File: config.mk
export PLATFORM = sky130hd
export DESIGN_NAME = chunked_seq_adder
export DESIGN_NICKNAME = d
export VERILOG_FILES = /design/src/rtl/chunked_seq_adder.sv
export SDC_FILE = /design/constraint.sdc
export NUM_CORES = 1
export LEC_CHECK = 0
export BUFFER_PORTS_ARGS = -buffer_cell sky130_fd_sc_hd__buf_4
export CORE_ASPECT_RATIO = 1.1
export CORE_MARGIN = 2
export CORE_UTILIZATION = 49
export DETAILED_ROUTE_END_ITERATION = 10
export GPL_TIMING_DRIVEN = 0
export PLACE_DENSITY = 0.76
export RECOVER_POWER = 25
export SETUP_SLACK_MARGIN = 0.4
export SLEW_MARGIN = 25
export SYNTH_ARGS = -nofsm -noshare
export SYNTH_HDL_FRONTEND = slang
export SYNTH_SLANG_ARGS = --single-unit
File: constraint.sdc
create_clock -name i_clk -period 3.49 [get_ports i_clk]
set_input_delay 0.349 -clock i_clk [delete_from_list [all_inputs] [get_ports i_clk]]
set_output_delay 0.349 -clock i_clk [all_outputs]
set_load 0.01 [all_outputs]
File: src/rtl/chunked_seq_adder.sv
`default_nettype none
// ============================================================================
// Module   : chunked_seq_adder
// Brief    : Multi-cycle WIDTH-bit add/subtract, one CHUNK-bit slice per clock,
//            with registered inter-slice carry and valid/ready on both sides.
// Revision : 1.0 - initial release
// ============================================================================
module chunked_seq_adder #(
    parameter int WIDTH = 64,
    parameter int CHUNK = 16
) (
    input  logic             i_clk,
    input  logic             i_rst,
    input  logic             i_valid,
    output logic             o_ready,
    input  logic [WIDTH-1:0] i_add1,
    input  logic [WIDTH-1:0] i_add2,
    input  logic             i_cin,
    input  logic             i_sub,
    output logic             o_valid,
    input  logic             i_ready,
    output logic [WIDTH-1:0] o_result,
    output logic             o_cout,
    output logic             o_ovf
);

    localparam int NUM_CHUNKS = WIDTH / CHUNK;
    localparam int IDX_W      = (NUM_CHUNKS > 1) ? $clog2(NUM_CHUNKS) : 1;
    localparam logic [IDX_W-1:0] LAST_IDX = IDX_W'(NUM_CHUNKS - 1);

    typedef enum logic [1:0] {
        S_IDLE = 2'd0,
        S_RUN  = 2'd1,
        S_DONE = 2'd2
    } state_t;

    state_t           r_state;
    logic [WIDTH-1:0] r_a;
    logic [WIDTH-1:0] r_b;
    logic             r_carry;
    logic [IDX_W-1:0] r_idx;
    logic [WIDTH-1:0] r_result;
    logic             r_cout;
    logic             r_ovf;
    logic             r_ready;
    logic             r_valid;

    logic [CHUNK-1:0] w_a_chunks [NUM_CHUNKS];
    logic [CHUNK-1:0] w_b_chunks [NUM_CHUNKS];
    logic [CHUNK-1:0] w_a_j;
    logic [CHUNK-1:0] w_b_j;
    logic [CHUNK:0]   w_sum;
    logic             w_msb_cin;

    for (genvar g = 0; g < NUM_CHUNKS; g++) begin : g_slice
        assign w_a_chunks[g] = r_a[g*CHUNK +: CHUNK];
        assign w_b_chunks[g] = r_b[g*CHUNK +: CHUNK];
    end

    assign w_a_j = w_a_chunks[r_idx];
    assign w_b_j = w_b_chunks[r_idx];
    assign w_sum = {1'b0, w_a_j} + {1'b0, w_b_j} + {{CHUNK{1'b0}}, r_carry};
    // Carry into the top bit of the slice, recovered from the sum bit itself
    assign w_msb_cin = w_a_j[CHUNK-1] ^ w_b_j[CHUNK-1] ^ w_sum[CHUNK-1];

    always_ff @(posedge i_clk) begin
        if (i_rst) begin
            r_state  <= S_IDLE;
            r_a      <= '0;
            r_b      <= '0;
            r_carry  <= 1'b0;
            r_idx    <= '0;
            r_result <= '0;
            r_cout   <= 1'b0;
            r_ovf    <= 1'b0;
            r_ready  <= 1'b1;
            r_valid  <= 1'b0;
        end else begin
            case (r_state)
                S_IDLE: begin
                    if (i_valid) begin
                        r_a      <= i_add1;
                        r_b      <= i_sub ? ~i_add2 : i_add2;
                        r_carry  <= i_sub ? 1'b1 : i_cin;
                        r_idx    <= '0;
                        r_result <= '0;
                        r_ready  <= 1'b0;
                        r_state  <= S_RUN;
                    end
                end
                S_RUN: begin
                    for (int j = 0; j < NUM_CHUNKS; j++) begin
                        if (r_idx == IDX_W'(j)) begin
                            r_result[j*CHUNK +: CHUNK] <= w_sum[CHUNK-1:0];
                        end
                    end
                    r_carry <= w_sum[CHUNK];
                    if (r_idx == LAST_IDX) begin
                        r_cout  <= w_sum[CHUNK];
                        r_ovf   <= w_msb_cin ^ w_sum[CHUNK];
                        r_idx   <= '0;
                        r_valid <= 1'b1;
                        r_state <= S_DONE;
                    end else begin
                        r_idx <= r_idx + 1'b1;
                    end
                end
                S_DONE: begin
                    // A new operand offered alongside i_ready is not taken here
                    if (i_ready) begin
                        r_valid <= 1'b0;
                        r_ready <= 1'b1;
                        r_state <= S_IDLE;
                    end
                end
                default: begin
                    r_state <= S_IDLE;
                    r_ready <= 1'b1;
                    r_valid <= 1'b0;
                end
            endcase
        end
    end

    assign o_ready  = r_ready;
    assign o_valid  = r_valid;
    assign o_result = r_result;
    assign o_cout   = r_cout;
    assign o_ovf    = r_ovf;

endmodule
`default_nettype wire
# Word level (Yosys, flattened, before mapping)

Index checks and enable logic that the tools add are counted.

Flip-flop bits (word level): 201
Output and inout bits: 68
Word-level logic and storage cells: 77
Input port bits: 134

Bitwise gates (word level): 7
$add $sub $neg: 3
Muxes and demuxes: 29
Magnitude comparators: 1
Reductions and logical operators: 13
Equality and inequality tests: 11

Operator list:

| cell                | number |
|---|---|
| $mux 16             | 8 |
| $mux 64             | 2 |
| $pmux 64 s2         | 1 |
| $bmux 16 s2         | 2 |
| $not 64->64         | 1 |
| $reduce_and 3->1    | 7 |
| $add 16x16->17      | 1 |
| $add 17x1->17       | 1 |
| $ne 2x2->1 const B  | 6 |
| $mux 2              | 5 |
| $eq 2x2->1 const B  | 3 |
| $mux 1              | 6 |
| $pmux 1 s3          | 2 |
| $pmux 2 s3          | 1 |
| $reduce_and 2->1    | 3 |
| $eq 2x1->1 const B  | 2 |
| $logic_not 2->1     | 2 |
| $pmux 2 s2          | 1 |
| $ge 3x3->1 const B  | 1 |
| $not 2->3           | 1 |
| $xor 1x1->1         | 3 |
| $add 2x1->2 const B | 1 |
| $not 1->1           | 2 |
| $pmux 1 s2          | 1 |
| $reduce_bool 2->1   | 1 |

# Depth between registers and ports, before layout

Word-level depth: 8
Gate-level depth with buffers: 11
Mapped depth without buffers: 9

# Least setup slack after synthesis

Ideal clock, no wire load.

Path type: register -> register
From: reg r_idx[0]
To: reg r_result[30] (netlist: o_result[30])
Data arrival time: 3.313 ns
Data required time: 3.428 ns
Setup time: 0.062 ns
Period minus slack after synthesis: 3.374 ns
Setup slack: 0.116 ns
Cell stages (with the launch flop): 12
Path buffers: 3
Path through: dfxtp_1 > clkbuf_1 > buf_2 > mux4_2 > ha_1 > clkbuf_2 > nand2_1 > a21boi_1 > a31oi_1 > o31a_1 > or4_1 > nand3_1

Word-level cells in the longest chain between the ends: 8
Elaborated cells between the ends (all ways): 14
Classes of those cells: add/sub (2); eq/ne (2); mux (8); bitwise (1); reduce/logical (1)

RTL lines:

| what                                     | RTL line | text |
|---|---|---|
| start, declared                          | 41       | `logic [IDX_W-1:0] r_idx;` |
| start signal, assigned                   | 105      | `r_idx <= r_idx + 1'b1;` |
| $not 2->3 (implied by the code)          | 60, 61   |  |
| $bmux 16 s2 (on tied branches)           | 60, 61   |  |
| $mux 16 (on tied branches) (2 in series) | 60, 61   |  |
| $add 16x16->17                           | 62       | `assign w_sum = {1'b0, w_a_j} + {1'b0, w_b_j} + {{CHUNK{1'b0}}, r_carry};` |
| $add 17x1->17                            | 62       |  |
| $mux 16                                  | 93       | `if (r_idx == IDX_W'(j)) begin` |
| $pmux 64 s2                              | 79       | `case (r_state)` |
| end signal, assigned by index            | 94       | `r_result[j*CHUNK +: CHUNK] <= w_sum[CHUNK-1:0];` |
| end, declared                            | 42       | `logic [WIDTH-1:0] r_result;` |

Several ways; a longest one is shown, not always the timed one. The select of a mux whose other input is x is not followed.
A chain may end at the register's enable or synchronous reset.

# Final worst setup path

From: reg r_idx[0]
To: reg r_result[60] (netlist: o_result[60])

Same word-level chain as after synthesis.

==> metrics list <==
- Of the total power, the share spent switching nets is 0.282.
- Kind of start point of the critical path: flip-flop
- Leading cell types in the layout, fill and taps excluded: 214 x sky130_fd_sc_hd__nand2_1, 201 x sky130_fd_sc_hd__dfxtp_1, 148 x sky130_fd_sc_hd__buf_4
- Summing all placed instances gives a cell area of roughly 11000 sq um.
- The later pin in the worst-skew pair is clocked with a latency of just over 0.5 ns.
- In this design, the largest share of critical-path delay is due to compound AO/OA/AOI/OAI gates.
* Delay contributed by the slowest stage of the critical path: between 0.5 and 0.6 ns
* Slowest stage cell, crit path: sky130_fd_sc_hd__mux4_2
- Syn Inst Count: just over 1000
- Met2 wire length: between 10 and 15 mm
- In this run the worst path has a maximum fanout of 7.
* Setup skew after layout: 0.0218 ns
- CTS built an H-tree with a depth of 1.
* Number of synthesized flops with an enable pin: 0
- The path class of the tightest hold or removal check is in -> reg.
- Among all flip-flop cells after synthesis, the most frequent one is sky130_fd_sc_hd__dfxtp_1.
- The routed design has about 28 mm of wire.
- Final hold analysis gives a worst-case slack of slightly below 0.09 ns.
- Sequential cell fraction of total power: 0.437
* Aggregate global routing overflow: 0
- Crit. End Element: flip-flop
* Proportion of register bits with asynchronous set or reset after synthesis: 0
* Final setup viols: 0
* Global-route wire length before repair: ~42 mm
- Iter 0 DRT Violations: 638
- Maximum number of pins on one net before global-route repair: 15
* Die Ht: between 100 and 150 microns
* Worst IR Drop VDD: 0.325 mV
- After floorplanning, the core was divided into 52 placement rows.
- Routed length on met1: roughly 11 mm
* Half-perimeter wire length of the detailed placement result: around 21 mm
- Clock transition at the registers of the reported paths: 0.07 ns
* Mean cell area of the mapped netlist: roughly 8.8 sq um
* Leading cell type in the layout, fill and taps excluded: sky130_fd_sc_hd__nand2_1
- Placeable core region: roughly 18000 sq um
* Total clock sinks: between 200 and 250
* Slew at the pin closest to its max-slew limit: 0.752 ns
- Of the cells placed in the final design, the portion with a size suffix greater than 1 is 0.209.
* Die Footprint: around 20000 sq um
- Sorting the synthesized cells by area gives the leading types as sky130_fd_sc_hd__dfxtp_1 44%, sky130_fd_sc_hd__nand2_1 8.9%, sky130_fd_sc_hd__mux4_2 7.9%, sky130_fd_sc_hd__xnor2_1 6.6%, sky130_fd_sc_hd__a21oi_1 6.5%.
* Period utilization: 0.952
- Setup repair after global routing could not meet its margin everywhere.
* Mapped Nets: 1192
* Setup slack, reg-to-reg: around 0.17 ns
- For this run, the number of Yosys warnings is 0.
- Across every metal layer, demand over resource in global routing totals 0.272.
- TritonCTS built the clock tree.
- Cell internal power was estimated by the tool at between 0.004 and 0.005 W.
* Number of global-route vias before repair: approximately 8200
- Cts bufs inserted: 20
- Max-cap violations in this run came to 0.
* Slew Limit Headroom: 0.499
* DRC violation count after routing: 0
* Synthesis-to-layout area growth: 28.8%
- The finished cells cover ~12000 sq um.
- The final route contains about 8600 vias.
- The number of antenna violations at the first check in global routing came to 0.
- For this run, the detailed router's first-pass iteration total came to 5.
- Number of nets in the layout: roughly 1400
- The longest clock path from root to sink contains 3 buffers.
- Total count of hold-check failures in the final report: 0
* Root buf cell: sky130_fd_sc_hd__clkbuf_16
* Routed vias/inst: between 5 and 6
* CP Cell Sequence: clkbuf_16 > mux4_2 > fa_2 > fa_2 > a211oi_4 > o211ai_2 > buf_4 > a211o_1 > o211ai_1 > buf_4 > nand2_2 > a21oi_2
- The critical path in this run is classified as reg -> reg.
- Of the total power, the clock network draws 0.368.
- Biggest area consumer among synthesized cells: sky130_fd_sc_hd__dfxtp_1
* Boundary Pins: about 200
- Detailed-route wire length per cell: ~18 microns
- After synthesis, the netlist uses 44 different library cells.
- Maximum operating frequency: 301 MHz
- Uppermost layer routed: met4
- Post-DRT Antenna Nets: 0
- Share of power burned in combinational logic: 0.195
- For this design the total switching power over the nets is about 0.0016 W.
- Of the post-synthesis cell area, the dominant cell type holds 0.442.
- Routed wire length on met3: roughly 2.0 mm
- Pleak: about 4.4 nW
* Placer's final routability congestion estimate: about 0.89
* Result of the run: finished, final reports clean
- Required time of the critical path: just under 4 ns
* WP data arrival: between 3 and 4 ns
- Part of the Yosys area used for sequential elements: 0.442
- Measured along the x axis, the die boundary spans 134 microns.
- Starting density of the core: 0.498
* Sum of negative setup slack: 0 ns
- The number of antenna diodes in the final layout is 0.
* Clock period minus final worst setup slack: around 3.3 ns
* Count of input and output buffers: 200
* Cell Area, Synth: between 9000 and 10000 sq um
- For this design the ratio of total power to cell area is between 400 and 500 nW/um^2.
* FF+latch count, synth: roughly 200
- The critical path contains buffers and inverters numbering 3 combined.
- The total count of max-transition violations in the final report is 0.
[power by group through the flow]
| stage | clock [W] | sequential [W] | combinational (W) |
|---|---|---|---|
| finish | 0.00212 | 0.00252 | 0.00112 |
| global route | 0.00223 | 0.00253 | 0.00121 |
| CTS | 0.00214 | 0.00252 | 0.00107 |
| detailed placement | 0 | 0.00257 | 0.00102 |
| global placement | 0 | 0.00256 | 0.00100 |
| floorplan | 0 | 0.00255 | 0.000634 |
[per-stage QoR]
step	utilization	cells	power, W	setup slack (ns)
floorplan	-	1037	0.00319	0.407
global placement	0.598	1480	0.00357	-0.267
detailed placement	0.598	1480	0.00359	-0.323
CTS	0.645	1523	0.00573	0.293
global route	0.642	1527	0.00598	0.109
finish	0.642	1527	0.00577	0.167
[worst paths after layout]
check | from | depth (start not counted) | end
worst max register to register | r_idx[0] | 12 | o_result[60]
worst max-delay path | r_idx[0] | 12 | o_result[60]
worst min-delay path | i_add1[27] | 3 | r_a[27]
worst min register to register | o_result[52] | 2 | o_result[52]
[cells in the mapped netlist (2+ instances only)]
master / n
sky130_fd_sc_hd__xnor2_1: 69
sky130_fd_sc_hd__xor2_1: 5
sky130_fd_sc_hd__buf_1: 5
sky130_fd_sc_hd__a211oi_1: 68
sky130_fd_sc_hd__a31oi_1: 6
sky130_fd_sc_hd__clkbuf_1: 67
sky130_fd_sc_hd__dfxtp_1: 201
sky130_fd_sc_hd__and3_1: 3
sky130_fd_sc_hd__a22oi_1: 7
sky130_fd_sc_hd__a21o_1: 6
sky130_fd_sc_hd__nand3b_1: 10
sky130_fd_sc_hd__o211ai_1: 3
sky130_fd_sc_hd__or4_1: 4
sky130_fd_sc_hd__nor2_1: 102
sky130_fd_sc_hd__a32o_1: 8
sky130_fd_sc_hd__nand2b_1: 6
sky130_fd_sc_hd__nand2_1: 217
sky130_fd_sc_hd__nand3_1: 19
sky130_fd_sc_hd__ha_1: 19
sky130_fd_sc_hd__fa_1: 2
sky130_fd_sc_hd__a31o_2: 2
sky130_fd_sc_hd__buf_2: 8
sky130_fd_sc_hd__a21oi_1: 118
sky130_fd_sc_hd__o21ai_0: 16
sky130_fd_sc_hd__mux4_2: 32
sky130_fd_sc_hd__inv_1: 5
sky130_fd_sc_hd__o211ai_2: 2
sky130_fd_sc_hd__and2_1: 4
sky130_fd_sc_hd__o31ai_1: 5
sky130_fd_sc_hd__nor3_1: 4
[worst register-to-register path: cells and delay by family, from the launching register on]
kind	cells	cell delay, ns
mux	1	0.54
fa+ha+maj	2	0.77
compound gates	5	0.91
flops	1	0.38
buf+inv	3	0.57
simple gates	1	0.06
[cell type report]
cell class                 count  area (sq um)
multi-input combinational    750          5010
fill                        1602          6550
timing repair buffer         211          1340
buffer                        81           392
inverter                       5          18.8
tap                          243           304
clock buffer                  30           578
sequential                   201          4020
clock inverter                 6          66.3
[cells by family (layout without fill, tap and decap cells)]
family          count (synthesis)  after routing  synth area share
compound gates                249            249             0.172
xor+xnor                       74             74            0.0712
fa+ha+maj                      21             21            0.0305
buf+inv                        86            333            0.0367
flops                         201            201             0.442
mux                            33             33            0.0802
simple gates                  373            373             0.167
[sequential cells by signal, summed over array words and instances, names as in the netlist]
register  cells
o_cout        1
o_ovf         1
o_ready       1
o_result     64
o_valid       1
r_a          64
r_b          64
r_carry       1
r_idx         2
r_state       2
[routing by layer]
layer  GRT usage  vias to the layer above
met2       0.467                      410
met4       0.122                        0
li1            -                     4092
met1       0.343                     4050
met3      0.0345                       86
met5           0                        -
[repair_timing]
item	CTS	global route
buffers inserted	7	4
cloned	0	0
hold buffers	0	0
endpoints found under the setup margin	51	50
resized for setup	41	35
pin swaps	18	17
No activity file was read; power rests on OpenSTA's default activity.
